[config.mk]
export PLATFORM = sky130hd
export DESIGN_NAME = phys_reg_read
export DESIGN_NICKNAME = d
export VERILOG_FILES = /design/src/rtl/phys_reg_read.sv
export SDC_FILE = /design/constraint.sdc
export NUM_CORES = 2
export LEC_CHECK = 0
export CORE_ASPECT_RATIO = 1.4
export CORE_MARGIN = 5
export CORE_UTILIZATION = 60
export DETAILED_ROUTE_END_ITERATION = 8
export GPL_TIMING_DRIVEN = 0
export HOLD_SLACK_MARGIN = 0.05
export PLACE_DENSITY = 0.78
export SKIP_LAST_GASP = 1
export SLEW_MARGIN = 20
export SYNTH_ARGS = -nofsm -noshare
export SYNTH_HDL_FRONTEND = slang
export SYNTH_SLANG_ARGS = --single-unit
[constraint.sdc]
create_clock -name CLK -period 4.2 [get_ports CLK]
set_input_delay 0.63 -clock CLK [delete_from_list [all_inputs] [get_ports CLK]]
set_output_delay 0.63 -clock CLK [all_outputs]
set_load 0.05 [all_outputs]
[src/rtl/phys_reg_read.sv]
// Register-read stage: 2^PREG_BITS physical register file with two writeback ports feeding a registered execute packet.
// Define PHYS_REG_READ_BYPASS_EN to forward same-cycle writeback data into the operands.
module phys_reg_read #(
   parameter int DATA_WIDTH = 32,
   parameter int PREG_BITS  = 6,
   parameter int ISS_WIDTH  = 137
) (
   input  logic                  CLK,
   input  logic                  RESET,
   input  logic                  FREEZE,
   input  logic                  FLUSH_IN,
   input  logic                  ISS_valid_IN,
   input  logic                  ISS_mem_IN,
   input  logic [ISS_WIDTH-1:0]  ISS_data_IN,
   input  logic                  WB0_valid_IN,
   input  logic [PREG_BITS-1:0]  WB0_reg_IN,
   input  logic [DATA_WIDTH-1:0] WB0_data_IN,
   input  logic                  WB1_valid_IN,
   input  logic [PREG_BITS-1:0]  WB1_reg_IN,
   input  logic [DATA_WIDTH-1:0] WB1_data_IN,
   output logic                  EX_valid_OUT,
   output logic                  EX_mem_OUT,
   output logic [DATA_WIDTH-1:0] EX_opA_OUT,
   output logic [DATA_WIDTH-1:0] EX_opB_OUT,
   output logic [DATA_WIDTH-1:0] EX_storeData_OUT,
   output logic [PREG_BITS-1:0]  EX_dest_OUT,
   output logic                  EX_needDest_OUT,
   output logic [5:0]            EX_aluCtl_OUT,
   output logic [5:0]            EX_ctl_OUT,
   output logic [5:0]            EX_rob_OUT,
   output logic [31:0]           EX_pc_OUT,
   output logic [31:0]           EX_instr_OUT
);

   localparam int NUM_REGS = 1 << PREG_BITS;

   logic [DATA_WIDTH-1:0] regFile [NUM_REGS];
   logic [31:0]           rd_count;

   logic [31:0]           issPc;
   logic [5:0]            issCtl;
   logic                  issImmSrc;
   logic                  issNeedDest;
   logic [PREG_BITS-1:0]  issDest;
   logic [PREG_BITS-1:0]  issSrc2;
   logic [PREG_BITS-1:0]  issSrc1;
   logic [31:0]           issImm;
   logic [5:0]            issAluCtl;
   logic [5:0]            issRob;
   logic [31:0]           issInstr;

   assign issPc       = ISS_data_IN[136:105];
   assign issCtl      = ISS_data_IN[103:98];
   assign issImmSrc   = ISS_data_IN[97];
   assign issNeedDest = ISS_data_IN[96];
   assign issDest     = ISS_data_IN[90 +: PREG_BITS];
   assign issSrc2     = ISS_data_IN[83 +: PREG_BITS];
   assign issSrc1     = ISS_data_IN[76 +: PREG_BITS];
   assign issImm      = ISS_data_IN[75:44];
   assign issAluCtl   = ISS_data_IN[43:38];
   assign issRob      = ISS_data_IN[37:32];
   assign issInstr    = ISS_data_IN[31:0];

   logic [DATA_WIDTH-1:0] src1Val;
   logic [DATA_WIDTH-1:0] src2Val;
   logic                  accept;

   assign accept = RESET && !FLUSH_IN && !FREEZE && ISS_valid_IN;

`ifdef PHYS_REG_READ_BYPASS_EN
   // WB0 is checked last so it takes priority when both ports hit the same source.
   always_comb begin
      src1Val = regFile[issSrc1];
      src2Val = regFile[issSrc2];
      if (WB1_valid_IN && (WB1_reg_IN == issSrc1)) src1Val = WB1_data_IN;
      if (WB0_valid_IN && (WB0_reg_IN == issSrc1)) src1Val = WB0_data_IN;
      if (WB1_valid_IN && (WB1_reg_IN == issSrc2)) src2Val = WB1_data_IN;
      if (WB0_valid_IN && (WB0_reg_IN == issSrc2)) src2Val = WB0_data_IN;
   end
`else
   assign src1Val = regFile[issSrc1];
   assign src2Val = regFile[issSrc2];
`endif

   // Writebacks ignore FREEZE; WB0 is written last so it wins a same-register conflict.
   always_ff @(posedge CLK) begin
      if (!RESET) begin
         for (int i = 0; i < NUM_REGS; i++) begin
            regFile[i] <= '0;
         end
      end else begin
         if (WB1_valid_IN) regFile[WB1_reg_IN] <= WB1_data_IN;
         if (WB0_valid_IN) regFile[WB0_reg_IN] <= WB0_data_IN;
      end
   end

   always_ff @(posedge CLK) begin
      if (!RESET) begin
         EX_valid_OUT     <= 1'b0;
         EX_mem_OUT       <= 1'b0;
         EX_opA_OUT       <= '0;
         EX_opB_OUT       <= '0;
         EX_storeData_OUT <= '0;
         EX_dest_OUT      <= '0;
         EX_needDest_OUT  <= 1'b0;
         EX_aluCtl_OUT    <= '0;
         EX_ctl_OUT       <= '0;
         EX_rob_OUT       <= '0;
         EX_pc_OUT        <= '0;
         EX_instr_OUT     <= '0;
      end else if (FLUSH_IN) begin
         EX_valid_OUT <= 1'b0;
      end else if (!FREEZE) begin
         // Payload fields keep their last values when no packet is issued.
         EX_valid_OUT <= ISS_valid_IN;
         if (ISS_valid_IN) begin
            EX_mem_OUT       <= ISS_mem_IN;
            EX_opA_OUT       <= src1Val;
            EX_opB_OUT       <= issImmSrc ? issImm[DATA_WIDTH-1:0] : src2Val;
            EX_storeData_OUT <= src2Val;
            EX_dest_OUT      <= issDest;
            EX_needDest_OUT  <= issNeedDest;
            EX_aluCtl_OUT    <= issAluCtl;
            EX_ctl_OUT       <= issCtl;
            EX_rob_OUT       <= issRob;
            EX_pc_OUT        <= issPc;
            EX_instr_OUT     <= issInstr;
         end
      end
   end

   // Debug-only count of packets that made it into the execute stage.
   always_ff @(posedge CLK) begin
      if (!RESET) begin
         rd_count <= '0;
      end else if (accept) begin
         rd_count <= rd_count + 32'd1;
      end
   end

endmodule

==> impl_metrics.prom, run 1 <==
# TYPE chip_impl_metric gauge
chip_impl_info{name="outcome",value="did not finish"} 1
chip_impl_info{name="failing_step",value="global routing"} 1
chip_impl_info{name="error_message",value="[ERROR GRT-0116] Global routing finished with congestion. Check the congestion regions in the DRC Viewer."} 1
chip_impl_metric{name="place_hpwl",unit="um"} 520400
chip_impl_metric{name="die_h",unit="um"} 542.1
chip_impl_metric{name="grt_start_max_net_pins",unit=""} 17
chip_impl_metric{name="cts.htree.levels",unit=""} 4
chip_impl_metric{name="grt_pass1_wl",unit="um"} 1015000
chip_impl_metric{name="net_count_synth",unit=""} 8468
chip_impl_metric{name="groute.usage.overall",unit=""} 0.7137
chip_impl_metric{name="floorplan.rows",unit=""} 195
chip_impl_info{name="cell_types_occupying_the_most_area_after_synthesis",value="edfxtp_1 (51%), mux4_2 (19%), a22o_1 (15%)"} 1
chip_impl_metric{name="dp_cells",unit=""} 11490
chip_impl_metric{name="synth_seq_area_share",unit=""} 0.5376
chip_impl_metric{name="post_synth_instance_area",unit="um^2"} 121400
chip_impl_metric{name="finalWeightedCongestion",unit=""} 1.226
chip_impl_metric{name="synth_async_reset_ratio",unit=""} 0
chip_impl_info{name="post-synth-top-area-cell",value="edfxtp_1"} 1
chip_impl_metric{name="globalRouteOverflowTotal",unit=""} 71
chip_impl_metric{name="post_cts_hold_buffer_count",unit=""} 0
chip_impl_metric{name="dpl_worst_slack",unit="ns"} -2.329
chip_impl_metric{name="pin_count",unit=""} 408
chip_impl_metric{name="post_synth_inst_count",unit=""} 8247
chip_impl_metric{name="postSynthRegisterBits",unit=""} 2235
chip_impl_metric{name="portion_of_synthesized_cell_area_occupied_by_the_leading_cell_type",unit=""} 0.5068
chip_impl_metric{name="synthDistinctLibCells",unit=""} 33
chip_impl_info{name="clk_root_buffer_cell",value="clkbuf_16"} 1
chip_impl_metric{name="clock_path_buffers",unit=""} 4
chip_impl_metric{name="count_of_input_and_output_buffers",unit=""} 330
chip_impl_info{name="synthFlopType",value="edfxtp_1"} 1
chip_impl_metric{name="post-cts-setup-buffer-count",unit=""} 0
chip_impl_metric{name="yosysWarnings",unit=""} 0
chip_impl_metric{name="avgSynthCellArea",unit="um^2"} 14.71
chip_impl_metric{name="die_w",unit="um"} 390.1
chip_impl_metric{name="tritoncts_num_sinks",unit=""} 2235
chip_impl_metric{name="floorplan.initialDensity",unit=""} 0.6021
chip_impl_metric{name="cts_buffers",unit=""} 219
chip_impl_metric{name="synth_edf_count",unit=""} 2048
chip_impl_info{name="synth_top_cells_by_count",value="a22o_1 (2048), edfxtp_1 (2048), mux4_2 (1024), clkbuf_1 (913), a22oi_1 (512)"} 1
chip_impl_metric{name="number_of_global_route_vias_before_repair",unit=""} 110900
==> routing by layer <==
layer,track usage,GRT overflow
met5,0.3296,0
met4,0.7281,40
met3,0.5772,1
met2,0.8899,30
met1,0.6748,0
==> timing repair <==
| item | 4_1_cts |
|---|---|
| endpoints found under the hold margin | 0 |
| endpoints found under the setup margin | 2230 |
| gates resized for setup | 37 |
| pin swaps | 0 |
==> per-stage QoR <==
stage | area [um^2] | util
2_1_floorplan | 121400 | -
3_3_place_gp | 128000 | 0.6350
3_5_place_dp | 132100 | 0.6554
4_1_cts | 139300 | 0.6910
==> cells by family after synthesis <==
logic type	after synthesis	synth area share
flip-flops	2235	0.5376
AO/OA/AOI/OAI	3034	0.2012
AND/OR/NAND/NOR	664	0.02779
buffers and inverters	1289	0.04322
multiplexers	1025	0.1901
==> run 2, diff against run 1 <==
Settings changed: CORE_ASPECT_RATIO 1.4 to not set, CORE_UTILIZATION 60 to 40, HOLD_SLACK_MARGIN 0.05 to not set, PLACE_DENSITY 0.78 to not set, PLACE_DENSITY_LB_ADDON set to 0.15.
==> run 2 against run 1 <==
Net effect: the flow now finishes, with violations (setup timing); synthesized area unchanged; synthesized cell count unchanged.
==> impl_metrics.prom, run 2 <==
# TYPE chip_impl_metric gauge
chip_impl_info{name="outcome",value="finished, violations left"} 1
chip_impl_info{name="failing_checks",value="setup timing"} 1
chip_impl_metric{name="tritoncts_num_sinks",unit=""} 2235
chip_impl_metric{name="setup_slack",unit="ns"} -0.2912
chip_impl_metric{name="post_synth_inst_count",unit=""} 8247
chip_impl_metric{name="clock_latency_late_sink",unit="ns"} 0.94
chip_impl_info{name="synthFlopType",value="edfxtp_1"} 1
chip_impl_metric{name="die-area",unit="um^2"} 314500
chip_impl_metric{name="layout.area.seq",unit="um^2"} 65240
chip_impl_metric{name="timing_hold_violations_final",unit=""} 0
chip_impl_info{name="final_cell_mix",value="a22o_1 (2048), edfxtp_1 (2048), mux4_2 (1024), clkbuf_1 (882), a22oi_1 (512)"} 1
chip_impl_metric{name="wl",unit="um"} 668400
chip_impl_metric{name="place_hpwl",unit="um"} 528000
chip_impl_metric{name="globalRouteOverflowTotal",unit=""} 0
chip_impl_metric{name="synth_async_reset_ratio",unit=""} 0
chip_impl_metric{name="drtIter0Drc",unit=""} 16970
chip_impl_metric{name="clock_path_buffers",unit=""} 4
chip_impl_metric{name="count_of_input_and_output_buffers",unit=""} 330
chip_impl_info{name="clk_root_buffer_cell",value="clkbuf_16"} 1
chip_impl_metric{name="clock-skew-final",unit="ns"} 0.04644
chip_impl_info{name="cell_types_occupying_the_most_area_after_synthesis",value="edfxtp_1 (51%), mux4_2 (19%), a22o_1 (15%)"} 1
chip_impl_metric{name="area_growth_syn_to_layout",unit="%"} 18.55
chip_impl_metric{name="pin_count",unit=""} 408
chip_impl_info{name="post-synth-top-area-cell",value="edfxtp_1"} 1
chip_impl_metric{name="finalWeightedCongestion",unit=""} 1.040
chip_impl_metric{name="maxClockFrequency",unit="MHz"} 222.7
chip_impl_metric{name="net_count_synth",unit=""} 8468
chip_impl_metric{name="drt-wirelength-per-cell",unit="um"} 49.87
chip_impl_metric{name="drc_errors",unit=""} 0
chip_impl_metric{name="vdd_drop_max",unit="uV"} 327.1
chip_impl_info{name="grt_setup_unrepaired",value="yes"} 1
chip_impl_info{name="synth_top_cells_by_count",value="a22o_1 (2048), edfxtp_1 (2048), mux4_2 (1024), clkbuf_1 (913), a22oi_1 (512)"} 1
chip_impl_metric{name="worstPathRequired",unit="ns"} 4.79
chip_impl_metric{name="coreArea",unit="um^2"} 302500
chip_impl_metric{name="synthDistinctLibCells",unit=""} 33
chip_impl_metric{name="critPathMaxFanout",unit=""} 10
chip_impl_metric{name="number_of_global_route_vias_before_repair",unit=""} 94060
chip_impl_info{name="crit_path_start_kind",value="input pin"} 1
chip_impl_metric{name="grt_pass1_wl",unit="um"} 868000
chip_impl_metric{name="post_synth_instance_area",unit="um^2"} 121400
chip_impl_metric{name="cts.htree.levels",unit=""} 5
chip_impl_metric{name="layout_min_cycle_time",unit="ns"} 4.491
chip_impl_metric{name="design.final.nets",unit=""} 9360
chip_impl_metric{name="postSynthRegisterBits",unit=""} 2235
chip_impl_info{name="tritoncts",value="yes"} 1
chip_impl_metric{name="synth_seq_area_share",unit=""} 0.5376
chip_impl_metric{name="dp_cells",unit=""} 12830
chip_impl_metric{name="avgSynthCellArea",unit="um^2"} 14.71
chip_impl_metric{name="avgViaCountPerCell",unit=""} 7.418
chip_impl_metric{name="groute.usage.overall",unit=""} 0.4116
chip_impl_metric{name="finalSetupViolations",unit=""} 362
chip_impl_metric{name="portion_of_synthesized_cell_area_occupied_by_the_leading_cell_type",unit=""} 0.5068
chip_impl_metric{name="cts_buffers",unit=""} 275
chip_impl_info{name="min-delay-path-class",value="input pin to flip-flop"} 1
chip_impl_metric{name="vias",unit=""} 99420
chip_impl_metric{name="p_per_area",unit="nW/um^2"} 417.1
chip_impl_metric{name="antenna_violating_nets_post_route",unit=""} 0
chip_impl_metric{name="tightestPinTransition",unit="ns"} 1.365
chip_impl_info{name="top_register",value="regFile"} 1
chip_impl_metric{name="clock_transition_time_at_the_flip_flop_clock_pins_of_the_worst_setup_and_hold_paths",unit="ns"} 0.06
chip_impl_metric{name="floorplan.initialDensity",unit=""} 0.4011
chip_impl_metric{name="floorplan.rows",unit=""} 202
chip_impl_metric{name="largest_reg_flops",unit=""} 2048
chip_impl_metric{name="multi_input_area",unit="um^2"} 51450
chip_impl_metric{name="dr.pass1.iters",unit=""} 9
chip_impl_metric{name="timing.slew.headroom",unit=""} 0.08985
chip_impl_metric{name="die_h",unit="um"} 560.8
chip_impl_metric{name="final-max-slew-violation-count",unit=""} 0
chip_impl_metric{name="grt_start_max_net_pins",unit=""} 16
chip_impl_metric{name="leakage",unit="nW"} 47.69
chip_impl_metric{name="fill_cells",unit=""} 26410
chip_impl_metric{name="arrival",unit="ns"} 5.08
chip_impl_info{name="criticalPathCategory",value="input pin to flip-flop"} 1
chip_impl_metric{name="finalCritPeriodShare",unit=""} 1.069
chip_impl_info{name="worst_setup_ep_type",value="flip-flop"} 1
chip_impl_metric{name="fraction_of_the_core_area_covered_by_cells_at_the_end_of_the_flow",unit=""} 0.4755
chip_impl_metric{name="number_of_antenna_violations_at_the_first_check_in_global_routing",unit=""} 76
chip_impl_metric{name="layoutNonFillerInstCount",unit=""} 13400
chip_impl_metric{name="yosysWarnings",unit=""} 0
chip_impl_metric{name="die_w",unit="um"} 560.8
chip_impl_metric{name="maxCapViolCount",unit=""} 0
chip_impl_metric{name="synth_edf_count",unit=""} 2048
chip_impl_metric{name="drive_gt1_frac",unit=""} 0.2418
[run 2: path summary, 6_finish.rpt]
path / depth (start not counted) / from / to / slack, ns
hold / removal: 2 / WB0_data_IN[18] / regFile[62][18] / 0.14
setup / recovery: 8 / RESET / regFile[29][9] / -0.29
setup reg to reg: 5 / regFile[28][26] / EX_opA_OUT[26] / 1.00
hold reg to reg: 2 / EX_pc_OUT[10] / EX_pc_OUT[10] / 0.46
[run 2: worst max-delay path, stage by stage]
cell	delay, ns
clkdlybuf4s50_1	0.72
and3_1	0.26
clkbuf_1	0.25
nand2_2	0.64
nor2_1	0.99
clkbuf_1	0.65
nand3b_1	0.63
buf_6	0.27
[run 2: power by group]
part	leakage, nW	internal [mW]	switching (mW)
Combinational	22.3	2.96	6.00
Sequential	21.0	25.5	0.710
Clock	4.43	14.4	10.5
[run 2: repair_timing]
item	4_1_cts	5_1_grt
buffers inserted	1	7
hold buffers	0	0
endpoints found under the setup margin	173	343
gates resized for setup	14	23
[run 2: per-layer routing]
metal,vias to the layer above,wire length (um),track usage
met5,-,213,0.001807
met4,14,66850,0.3306
met3,1974,96290,0.1707
met2,8701,276800,0.5788
met1,51830,228200,0.4952
li1,36910,-,-
[run 2: area by class of cell]
cell class / instances / share of cell area
Antenna cell: 70 / 0.001218
Clock buffer: 334 / 0.05113
Sequential cell: 2235 / 0.4535
Buffer: 1289 / 0.03773
Tap cell: 3978 / 0.03460
Clock inverter: 159 / 0.01213
Multi-Input combinational cell: 4723 / 0.3577
Timing Repair Buffer: 615 / 0.05200
[run 2: through the flow]
stage                     total power, mW  setup TNS (ns)  instance area [um^2]  hold WS (ns)  worst slack, ns
final                               60.01          -40.00                143900        0.1354          -0.2912
after CTS                           59.44          -1.705                143600       0.08743         -0.09138
after global routing                60.79          -4.899                143700        0.1275          -0.1020
after floorplan                     30.41               0                121400        0.6784           0.9870
after detailed placement            35.06        -1673.10                134400        0.4579           -1.447
after global placement              34.47        -8968.85                129600        0.4514           -3.772
[run 2: cells by family (layout without fill, tap and decap cells)]
group / after synthesis / after routing / synth area share
other: 0 / 70 / 0
flip-flops: 2235 / 2235 / 0.5376
AO/OA/AOI/OAI: 3034 / 3034 / 0.2012
multiplexers: 1025 / 1025 / 0.1901
buffers and inverters: 1289 / 2397 / 0.04322
AND/OR/NAND/NOR: 664 / 664 / 0.02779
(Power assumes the default switching activity.)
